### config.mk
export PLATFORM = sky130hd
export DESIGN_NAME = mem_arbiter
export DESIGN_NICKNAME = d
export VERILOG_FILES = /design/src/rtl/mem_arbiter.sv
export SDC_FILE = /design/constraint.sdc
export NUM_CORES = 1
export LEC_CHECK = 0
export ABC_CLOCK_PERIOD_IN_PS = 3300
export BUFFER_PORTS_ARGS = -buffer_cell sky130_fd_sc_hd__buf_2
export CAP_MARGIN = 20
export CORE_ASPECT_RATIO = 0.9
export CORE_MARGIN = 1
export CORE_UTILIZATION = 40
export DETAILED_ROUTE_END_ITERATION = 8
export PLACE_DENSITY = 0.77
export SYNTH_ARGS = -nofsm -noshare
export SYNTH_HDL_FRONTEND = slang
export SYNTH_SLANG_ARGS = --single-unit
### constraint.sdc
create_clock -name clock -period 3.3 [get_ports clock]
set_clock_uncertainty 0.2 [all_clocks]
set_input_delay 0.33 -clock clock [delete_from_list [all_inputs] [get_ports clock]]
set_output_delay 0.33 -clock clock [all_outputs]
set_load 0.01 [all_outputs]
### src/rtl/mem_arbiter.sv
// mem_arbiter: BIOS boot loader plus fetch/data arbiter for a single shared memory port.
// Optional MEM_ARB_FAIR_EN gives a starved fetch priority on the next contested cycle.
module mem_arbiter #(
    parameter int ADDR_WIDTH = 32,
    parameter int DATA_WIDTH = 32,
    parameter int BOOT_WORDS = 16
) (
    input  logic                  clock,
    input  logic                  reset,
    input  logic                  boot_start,
    input  logic                  boot_valid,
    input  logic [DATA_WIDTH-1:0] boot_data,
    output logic                  boot_ready,
    output logic                  boot_done,
    input  logic                  if_req,
    input  logic [ADDR_WIDTH-1:0] if_addr,
    output logic                  if_grant,
    output logic [DATA_WIDTH-1:0] if_rdata,
    output logic                  if_valid,
    input  logic                  dm_req,
    input  logic                  dm_we,
    input  logic [ADDR_WIDTH-1:0] dm_addr,
    input  logic [DATA_WIDTH-1:0] dm_wdata,
    output logic                  dm_grant,
    output logic [DATA_WIDTH-1:0] dm_rdata,
    output logic                  dm_valid,
    output logic                  stall,
    output logic [ADDR_WIDTH-1:0] mem_addr,
    output logic [DATA_WIDTH-1:0] mem_wdata,
    output logic                  mem_cs,
    output logic                  mem_we,
    output logic                  mem_oe,
    input  logic [DATA_WIDTH-1:0] mem_rdata
);
    typedef enum logic [1:0] {IDLE, BOOT, RUN} state_t;

    state_t                  state_q, state_d;
    logic [ADDR_WIDTH-1:0]   cnt_q, cnt_d;
    logic                    boot_done_q, boot_done_d;
    logic [DATA_WIDTH-1:0]   if_rdata_q, dm_rdata_q;
    logic                    if_valid_q, dm_valid_q;
    logic                    starved;
    logic                    last_word;

    assign last_word = (cnt_q == ADDR_WIDTH'(BOOT_WORDS - 1));

`ifdef MEM_ARB_FAIR_EN
    logic if_starved_q, if_starved_d;
    assign starved      = if_starved_q;
    assign if_starved_d = (dm_grant && if_req) ? 1'b1 : (if_grant ? 1'b0 : if_starved_q);
    always_ff @(posedge clock or posedge reset)
        if (reset) if_starved_q <= 1'b0;
        else       if_starved_q <= if_starved_d;
`else
    assign starved = 1'b0;
`endif

    always_comb begin
        state_d     = state_q;
        cnt_d       = cnt_q;
        boot_done_d = boot_done_q;
        boot_ready  = 1'b0;
        if_grant    = 1'b0;
        dm_grant    = 1'b0;
        mem_cs      = 1'b0;
        mem_we      = 1'b0;
        mem_oe      = 1'b0;
        mem_addr    = '0;
        mem_wdata   = '0;
        case (state_q)
            IDLE: if (boot_start) state_d = BOOT;
            BOOT: begin
                boot_ready = 1'b1;
                if (boot_valid) begin
                    mem_cs    = 1'b1;
                    mem_we    = 1'b1;
                    mem_addr  = cnt_q;
                    mem_wdata = boot_data;
                    cnt_d     = cnt_q + 1'b1;
                    if (last_word) begin
                        state_d     = RUN;
                        boot_done_d = 1'b1;
                    end
                end
            end
            RUN: begin
                if_grant = if_req && (!dm_req || starved);
                dm_grant = dm_req && !if_grant;
                mem_cs   = if_grant || dm_grant;
                mem_we   = dm_grant && dm_we;
                mem_oe   = if_grant || (dm_grant && !dm_we);
                mem_addr = if_grant ? if_addr : (dm_grant ? dm_addr : '0);
                mem_wdata = (dm_grant && dm_we) ? dm_wdata : '0;
            end
            default: state_d = IDLE;
        endcase
    end

    assign stall = (state_q != RUN) || (if_req && !if_grant);

    always_ff @(posedge clock or posedge reset) begin
        if (reset) begin
            state_q     <= IDLE;
            cnt_q       <= '0;
            boot_done_q <= 1'b0;
            if_rdata_q  <= '0;
            dm_rdata_q  <= '0;
            if_valid_q  <= 1'b0;
            dm_valid_q  <= 1'b0;
        end else begin
            state_q     <= state_d;
            cnt_q       <= cnt_d;
            boot_done_q <= boot_done_d;
            if_valid_q  <= if_grant;
            dm_valid_q  <= dm_grant && !dm_we;
            if (if_grant)           if_rdata_q <= mem_rdata;
            if (dm_grant && !dm_we) dm_rdata_q <= mem_rdata;
        end
    end

    assign boot_done = boot_done_q;
    assign if_rdata  = if_rdata_q;
    assign dm_rdata  = dm_rdata_q;
    assign if_valid  = if_valid_q;
    assign dm_valid  = dm_valid_q;
endmodule

## Word level (Yosys, flattened, before mapping)

Index checks and enable logic that the tools add are counted.

| word-level totals | value |
|---|---|
| bits in registers | 101 |
| input bits | 167 |
| output and inout port bits | 138 |
| logic and storage cells | 51 |

| cells by class | value |
|---|---|
| add/sub/neg operators | 1 |
| eq/ne operators | 7 |
| mux-type cells | 18 |
| bitwise gates (word level) | 1 |
| reductions and logical operators | 17 |

Operators with widths:

| operator | count |
|---|---|
| two-way mux 32 bit | 5 |
| case mux 32 bit (2 select lines) | 2 |
| adder 32 x 1 -> 32 bit (second input constant) | 1 |
| == test 32 x 4 -> 1 bit (second input constant) | 1 |
| inequality test 2 bit (second input constant) | 4 |
| logical AND 1 bit | 6 |
| two-way mux 2 bit | 3 |
| case mux 2 bit (3 select lines) | 1 |
| two-way mux 1 bit | 5 |
| logical NOT 1 bit | 4 |
| case mux 1 bit (2 select lines) | 2 |
| AND reduction 4 bit | 1 |
| logical OR 1 bit | 3 |
| AND reduction 3 bit | 1 |
| == test 2 x 1 -> 1 bit (second input constant) | 1 |
| == test 2 bit (second input constant) | 1 |
| logical NOT 2 bit | 1 |
| AND reduction 2 bit | 1 |
| NOT 1 bit | 1 |

## Longest topological paths before layout

Gate-level depths: netlist (run 1).

| depth | value |
|---|---|
| depth in word-level cells | 7 |
| mapped depth | 8 |
| gate-level depth less buffers | 6 |

## Worst setup path before layout (run 1)

OpenSTA, ideal clock, no wires.

| path | value |
|---|---|
| kind | reg2out |
| start | reg state_q[0] |
| end | out mem_cs |
| arrival | 1.637 ns |
| required time | 2.770 ns |
| path slack | 1.133 ns |
| stages on the path, launching flop included | 8 |
| path buffers | 2 |
| cell sequence | dfrtp_1 > inv_1 > ha_1 > and2_1 > buf_2 > clkbuf_1 > nor2_1 > a21boi_0 |

| on the way | value |
|---|---|
| word-level cells in the longest chain between the ends | 2 |
| elaborated cells between the ends (all ways) | 3 |
| those cells by class | eq/ne: 2; mux: 1 |

RTL lines:

| element | line | RTL |
|---|---|---|
| start: declaration | 37 | `state_t state_q, state_d;` |
| start signal: assignment | 111 | `state_q <= state_d;` |
| == test 2 bit / == test 2 x 1 -> 1 bit (equally long branches) | 70 | `case (state_q)` |
| case mux 1 bit (2 select lines) (*) | 70 |  |
| end: declaration | 30 | `output logic mem_cs,` |

Mark *: on every way between the ends. The rest lies on a longest branch, timed or not.

## Worst setup path after layout (run 1)

| path | value |
|---|---|
| start | reg state_q[1] |
| end | out mem_wdata[2] |

| on the way | value |
|---|---|
| word-level cells in the longest chain between the ends | 2 |
| elaborated cells between the ends (all ways) | 3 |
| those cells by class | eq/ne: 2; mux: 1 |

RTL lines:

| element | line | RTL |
|---|---|---|
| == test 2 bit / == test 2 x 1 -> 1 bit (equally long branches) | 70 |  |
| case mux 32 bit (2 select lines) (*) | 70 |  |
| end: declaration | 29 | `output logic [DATA_WIDTH-1:0] mem_wdata,` |

Marked as above.

==> results.md, run 1 <==
- Status: finished, final reports clean
- GPL Wtd Cong: 0.890
- #FFs+latches synth: 101
- Number of global-route vias before repair: approximately 4700
- CTS tree: yes
- Via density: roughly 5.4
- Total Wirelength: between 15 and 20 mm
- Post-Syn Instances: 465
- Top post-synthesis cells by area: dfrtp_1 (48%), mux2_2 (14%), nor2b_1 (7.6%), a222oi_1 (6.0%), a22oi_1 (4.5%)
- Fin. max-slew vios: 0
- Port Buf Inserts: 304
- CTS root buf: clkbuf_16
- Fmax: about 0.32 GHz
- TritonCTS Buffers: 9
- First-pass GRT wire length: about 26 mm
- Final Hold Vio Count: 0
- Seq/Total Area, Yosys: 0.477
- Area leader, netlist: dfrtp_1
- Final net count: between 900 and 1000
- Final setup viols: 0
- Util after Layout: 0.571
- Critical path arrival: ~2600 ps
- Ys flop type: dfrtp_1
- Dpl cell area: about 7000 sq um
- Synthesis Warnings: 0
- Layout area overhead: 37.9%
- Die W: between 100 and 150 microns
- Tcrit/Tclk final: 0.941
- Non-Filler Instances: 927
- Core area: between 10000 and 15000 sq um
- Power density over the cells: between 300 and 400 nW/um^2
- Gr usage total: 0.245
- CTS clk-pin slew, worst paths: 70 ps
- Setup TNS: 0 ps
- Via count: roughly 5000
- Number of synthesized flops with an enable pin: 0
- TritonCTS Sinks: 101
- Worst setup margin: a little under 200 ps
- Most frequent cells in the layout: buf_2 (304), dfrtp_1 (101), mux2_2 (65)
- Top cell type's share of synthesized area: 0.477
- Post-CTS Setup Repair Bufs: 0
- Synth Area per Inst: ~11 sq um
- Worst EP required: 2770 ps
- Post-Place Cells: around 910
- Initial Utilization: 0.414
- Rel. slew slack: 0.447
- DR WL/cell: between 15 and 20 microns
- Place WS: between 600 and 700 ps
- Bufs on Longest Clock Path: 2
- Post-DP HPWL: 13.2 mm
- Pre-Repair DR Iteration Count: 6
- Synth async-reset ratio: 1.00
- Die Ht: around 110 microns
- Maxcap violations: 0
- Hold Crit Class: input pin to flop
- Full die area: around 14000 sq um
- Post-Syn Area: 5300 sq um
- H-Tree Level Count: 3
- Commonest non-fill, non-tap cell in the layout: buf_2
- Remaining antenna violation count: 0
- # rows: 39
- Power Total: about 2.7 mW
- CP Max Fanout: 33
- Post-route DRC violation count: 0
- RSZ-0062 raised after global routing: no
- Crit end category: output port
- 1st-iter DRT viols: approximately 530
- VDD IR max: roughly 0.30 mV
- WS Path Type: flop to output port
- Min Tclk post-route: between 3000 and 4000 ps
- Share of cells above drive strength 1: 0.539
- Total grt overflow: 0
- Syn Nets: approximately 640
- Worst hold margin: 32.5 ps
- Lkg Pwr: 4.00 nW
- Clock Latency Late Sink: 340 ps
- Final Cell Area: 7300 sq um
- Initial antenna violation count: 1
- Synth cell types: 36
- CP Launch Type: flop
- I/O pin cnt: between 300 and 400
- Largest net degree at the start of global routing: between 60 and 70
- Slew @ Worst Pin: between 800 and 900 ps
critical path, stage by stage, from the launching register on:
cell and delay [ps]:
dfrtp_1 400, inv_1 80, ha_1 280, and2_2 630
buf_12 270, a22oi_1 130, nor2b_1 260, buf_2 180
synth_stat cells (2+ instances only):
| cell type | count |
|---|---|
| clkbuf_1 | 19 |
| buf_2 | 17 |
| o21ai_0 | 2 |
| a22oi_1 | 32 |
| nand4_1 | 8 |
| mux2_2 | 65 |
| and3_1 | 5 |
| ha_1 | 4 |
| dfrtp_1 | 101 |
| nand3_1 | 12 |
| nor3_1 | 9 |
| and2_1 | 6 |
| inv_1 | 10 |
| a222oi_1 | 32 |
| nor4_1 | 4 |
| nand2_1 | 15 |
| xor2_1 | 11 |
| nor2_1 | 6 |
| nor2b_1 | 64 |
| and4_2 | 3 |
| xnor2_1 | 20 |
| and4_1 | 4 |
| nor4_2 | 3 |
report_power, final:
part | switching [mW] | total (mW) | internal, mW | leakage (nW)
combinational | 0.192 | 0.378 | 0.186 | 2.48
sequential | 0.0595 | 1.34 | 1.28 | 1.38
clock | 0.484 | 1.03 | 0.546 | 0.139
flip-flops by register name (all words and copies together), names as in the netlist:
name and cells:
state_q 2, if_valid 1, cnt_q 32, if_rdata 32
boot_done 1, dm_valid 1, dm_rdata 32
area by class of cell:
cell class / instances / area (sq um)
Timing Repair Buffer: 319 / 1660
Antenna cell: 1 / 2.50
Tap cell: 164 / 205
Inverter: 10 / 40.0
Fill cell: 1126 / 5480
Sequential cell: 101 / 2530
Clock buffer: 10 / 239
Multi-Input combinational cell: 316 / 2570
Clock inverter: 6 / 55.1
logic make-up after synthesis:
kind of cell               share of synthesized area
muxes                                          0.140
buffers and inverters                         0.0390
and+or+nand+nor                                0.168
adders and majority gates                    0.00945
AOI/OAI and AO/OA                              0.115
xor gates and xnor gates                      0.0512
DFF                                            0.477
final timing paths:
path | from | to | slack (ps) | cells after the start
max reg2reg | state_q[0] | dm_rdata[25] | 880 | 7
min in group asynchronous | reset | dm_rdata[17] | 510 | 3
min | mem_rdata[16] | dm_rdata[16] | 30 | 2
min reg2reg | boot_done | boot_done | 270 | 1
max in group asynchronous | reset | if_rdata[1] | 1620 | 4
max | state_q[1] | mem_wdata[2] | 200 | 7
repair_timing:
action,CTS,global route
endpoints found under the hold margin,16,0
gates resized for setup,0,0
hold buffers,1,0
metal layers:
| layer | vias up | share of wire | global-route usage |
|---|---|---|---|
| met5 | - | 0 | 0 |
| met2 | 280 | 0.45 | 0.361 |
| met3 | 24 | 0.096 | 0.0494 |
| met1 | 2418 | 0.43 | 0.361 |
| met4 | 0 | 0.017 | 0.0707 |
| li1 | 2320 | - | - |
(Power assumes the default switching activity.)
==> inputs of run 2 (changes only) <==
Settings changed: CORE_AREA set to 2 2 119 121, CORE_ASPECT_RATIO 0.9 to not set, CORE_MARGIN 1 to not set, CORE_UTILIZATION 40 to not set, DIE_AREA set to 0 0 121 123, PLACE_DENSITY 0.77 to 0.75.
==> results.md, run 2 (synthesis results as in run 1) <==
- Total Wirelength: 15.3 mm (-9.1%)
- Gr usage total: 0.199 (-0.0459)
- CTS tree: yes
- Commonest non-fill, non-tap cell in the layout: buf_2
- Final Cell Area: 7340 sq um (+0.48%)
- CTS root buf: clkbuf_16
- Final Hold Vio Count: 0 (unchanged)
- Critical path arrival: 2390 ps (-180 ps)
- GPL Wtd Cong: 0.827 (-7.1%)
- Post-Place Cells: 922 (+1.4%)
- Setup TNS: 0 ps (unchanged)
- Multi-input combinational cell area: 2570 sq um (unchanged)
- Initial antenna violation count: 0 (-1)
- Non-Filler Instances: 938 (+1.2%)
- First-pass GRT wire length: 23.4 mm (-8.7%)
- Bufs on Longest Clock Path: 2 (unchanged)
- Pre-Repair DR Iteration Count: 7 (+1)
- Maxcap violations: 0 (unchanged)
- Largest net degree at the start of global routing: 66 (-4.3%)
- Total grt overflow: 0 (unchanged)
- Power density over the cells: 386 nW/um^2 (+2.9%)
- Slew @ Worst Pin: 667 ps (-162 ps)
- Rel. slew slack: 0.554 (+0.107)
- Clock Latency Late Sink: 330 ps (about the same)
- Cells along the critical path: inv_1, ha_1, nand2_1, nor2_4, buf_4, a222oi_1, nor2b_1, buf_2
- Tcrit/Tclk final: 0.884 (-0.0565)
- RSZ-0062 raised after global routing: no
- Final setup viols: 0 (unchanged)
- Filler cells: 1239 (+10%)
- CP Launch Type: flop
- TritonCTS Sinks: 101 (unchanged)
- Reg area: 2530 sq um (unchanged)
- Layout area overhead: 38.5%
- Worst EP required: 2770 ps (about the same)
- DR WL/cell: 16.4 microns (-10%)
- Initial Utilization: 0.389 (-0.0252)
- TritonCTS Buffers: 9 (unchanged)
- VDD IR max: 0.208 mV (-30%)
- Largest stage delay, worst path: 530 ps (-100 ps)
- Final net count: 925 (-0.32%)
- CP Max Fanout: 25 (-24%)
- CTS clk-pin slew, worst paths: 70 ps (about the same)
- Lkg Pwr: 4.01 nW (+0.19%)
- Min Tclk post-route: 2920 ps (-187 ps)
- Hold Crit Class: input pin to flop
- Fin. max-slew vios: 0 (unchanged)
- Post-route DRC violation count: 0 (unchanged)
- Die Ht: 123 microns (+11%)
- WS Path Type: flop to output port
- Via count: 4907 (-2.7%)
- Number of global-route vias before repair: 4635 (-1.4%)
- Post-DP HPWL: 11.9 mm (-10%)
- Remaining antenna violation count: 0 (unchanged)
- Crit end category: output port
- 1st-iter DRT viols: 374 (-29%)
- Worst path slowest cell: nor2_4
- Most frequent cells in the layout: buf_2 (304), dfrtp_1 (101), mux2_2 (65)
- Dpl cell area: 7010 sq um (+0.14%)
- Status: finished, final reports clean
- Share of cells above drive strength 1: 0.537 (-0.00243)
- Via density: 5.23 (-3.8%)
- Core area: 13600 sq um (+6.5%)
- Port Buf Inserts: 304 (unchanged)
- Die W: 121 microns (-1.9%)
- I/O pin cnt: 305 (unchanged)
- Antenna Cells: 0 (-1)
- Fmax: 0.343 GHz (+6.4%)
- # rows: 43 (+10%)
- H-Tree Level Count: 3 (unchanged)
- Full die area: 14900 sq um (+8.5%)
==> run 2: changes by cell type in the layout (fill, tap and decap cells not counted) <==
cell / previous run / this run
inv_8: 2 / 0
bufinv_16: 0 / 2
diode_2: 1 / 0
buf_4: 12 / 8
clkinv_2: 0 / 1
inv_6: 0 / 1
buf_12: 2 / 3
clkinv_4: 2 / 1
clkinvlp_4: 2 / 0
==> run 2: worst paths after layout <==
check / slack [ps] / cells past startpoint / from / endpoint
worst max-delay path: 380 / 8 / state_q[0] / mem_addr[17]
worst min-delay path: 30 / 2 / mem_rdata[16] / dm_rdata[16]
worst max register to register: 930 / 6 / state_q[0] / if_rdata[28]
worst min register to register: 250 / 1 / boot_done / boot_done
max in group asynchronous: 1660 / 4 / reset / if_rdata[27]
min in group asynchronous: 450 / 3 / reset / dm_rdata[14]
==> run 2: layer usage <==
layer	vias to the layer above	GRT usage	part of all wire
li1	2302	-	-
met1	2380	0.249	0.40
met2	212	0.347	0.51
met3	13	0.0415	0.072
met4	0	0.0603	0.014
met5	-	0	0
==> run 2: per-stage QoR <==
stage          power (mW)  hold slack, ps   util  setup slack [ps]
6_report             2.84            33.1  0.539               382
5_1_grt              2.97            18.1  0.539               209
4_1_cts              2.87            22.8  0.539               347
3_5_place_dp         1.73             242  0.515               731
3_3_place_gp         1.72             235  0.515               776
2_1_floorplan        1.53             263      -               123
==> run 2: repair_timing <==
action | CTS | global route
hold buffers | 1 | 0
resized for setup | 0 | 0
setup endpoints to repair | 0 | 0
buffers inserted | 0 | 0
endpoints found under the hold margin | 54 | 0
==> run 2: where the power goes <==
part | total (mW) | leakage, nW | internal, mW | switching (mW)
clock | 1.13 | 0.159 | 0.684 | 0.447
combinational | 0.366 | 2.47 | 0.185 | 0.181
sequential | 1.34 | 1.38 | 1.28 | 0.0618
==> run 2: critical path: cells and delay by family, from the launching register on <==
family,cells,cell delay (ps)
AO/OA/AOI/OAI,1,80
buffers and inverters,3,520
flip-flops,1,400
AND/OR/NAND/NOR,3,800
adder cells (fa/ha/maj),1,240
==> run 2: cell type report <==
class	instances	area share
inverters	10	0.00546
well taps	180	0.0307
clock inverters	5	0.0113
flip-flops and latches	101	0.344
multi-input cells	316	0.351
repair buffers	316	0.225
clock buffers	10	0.0326
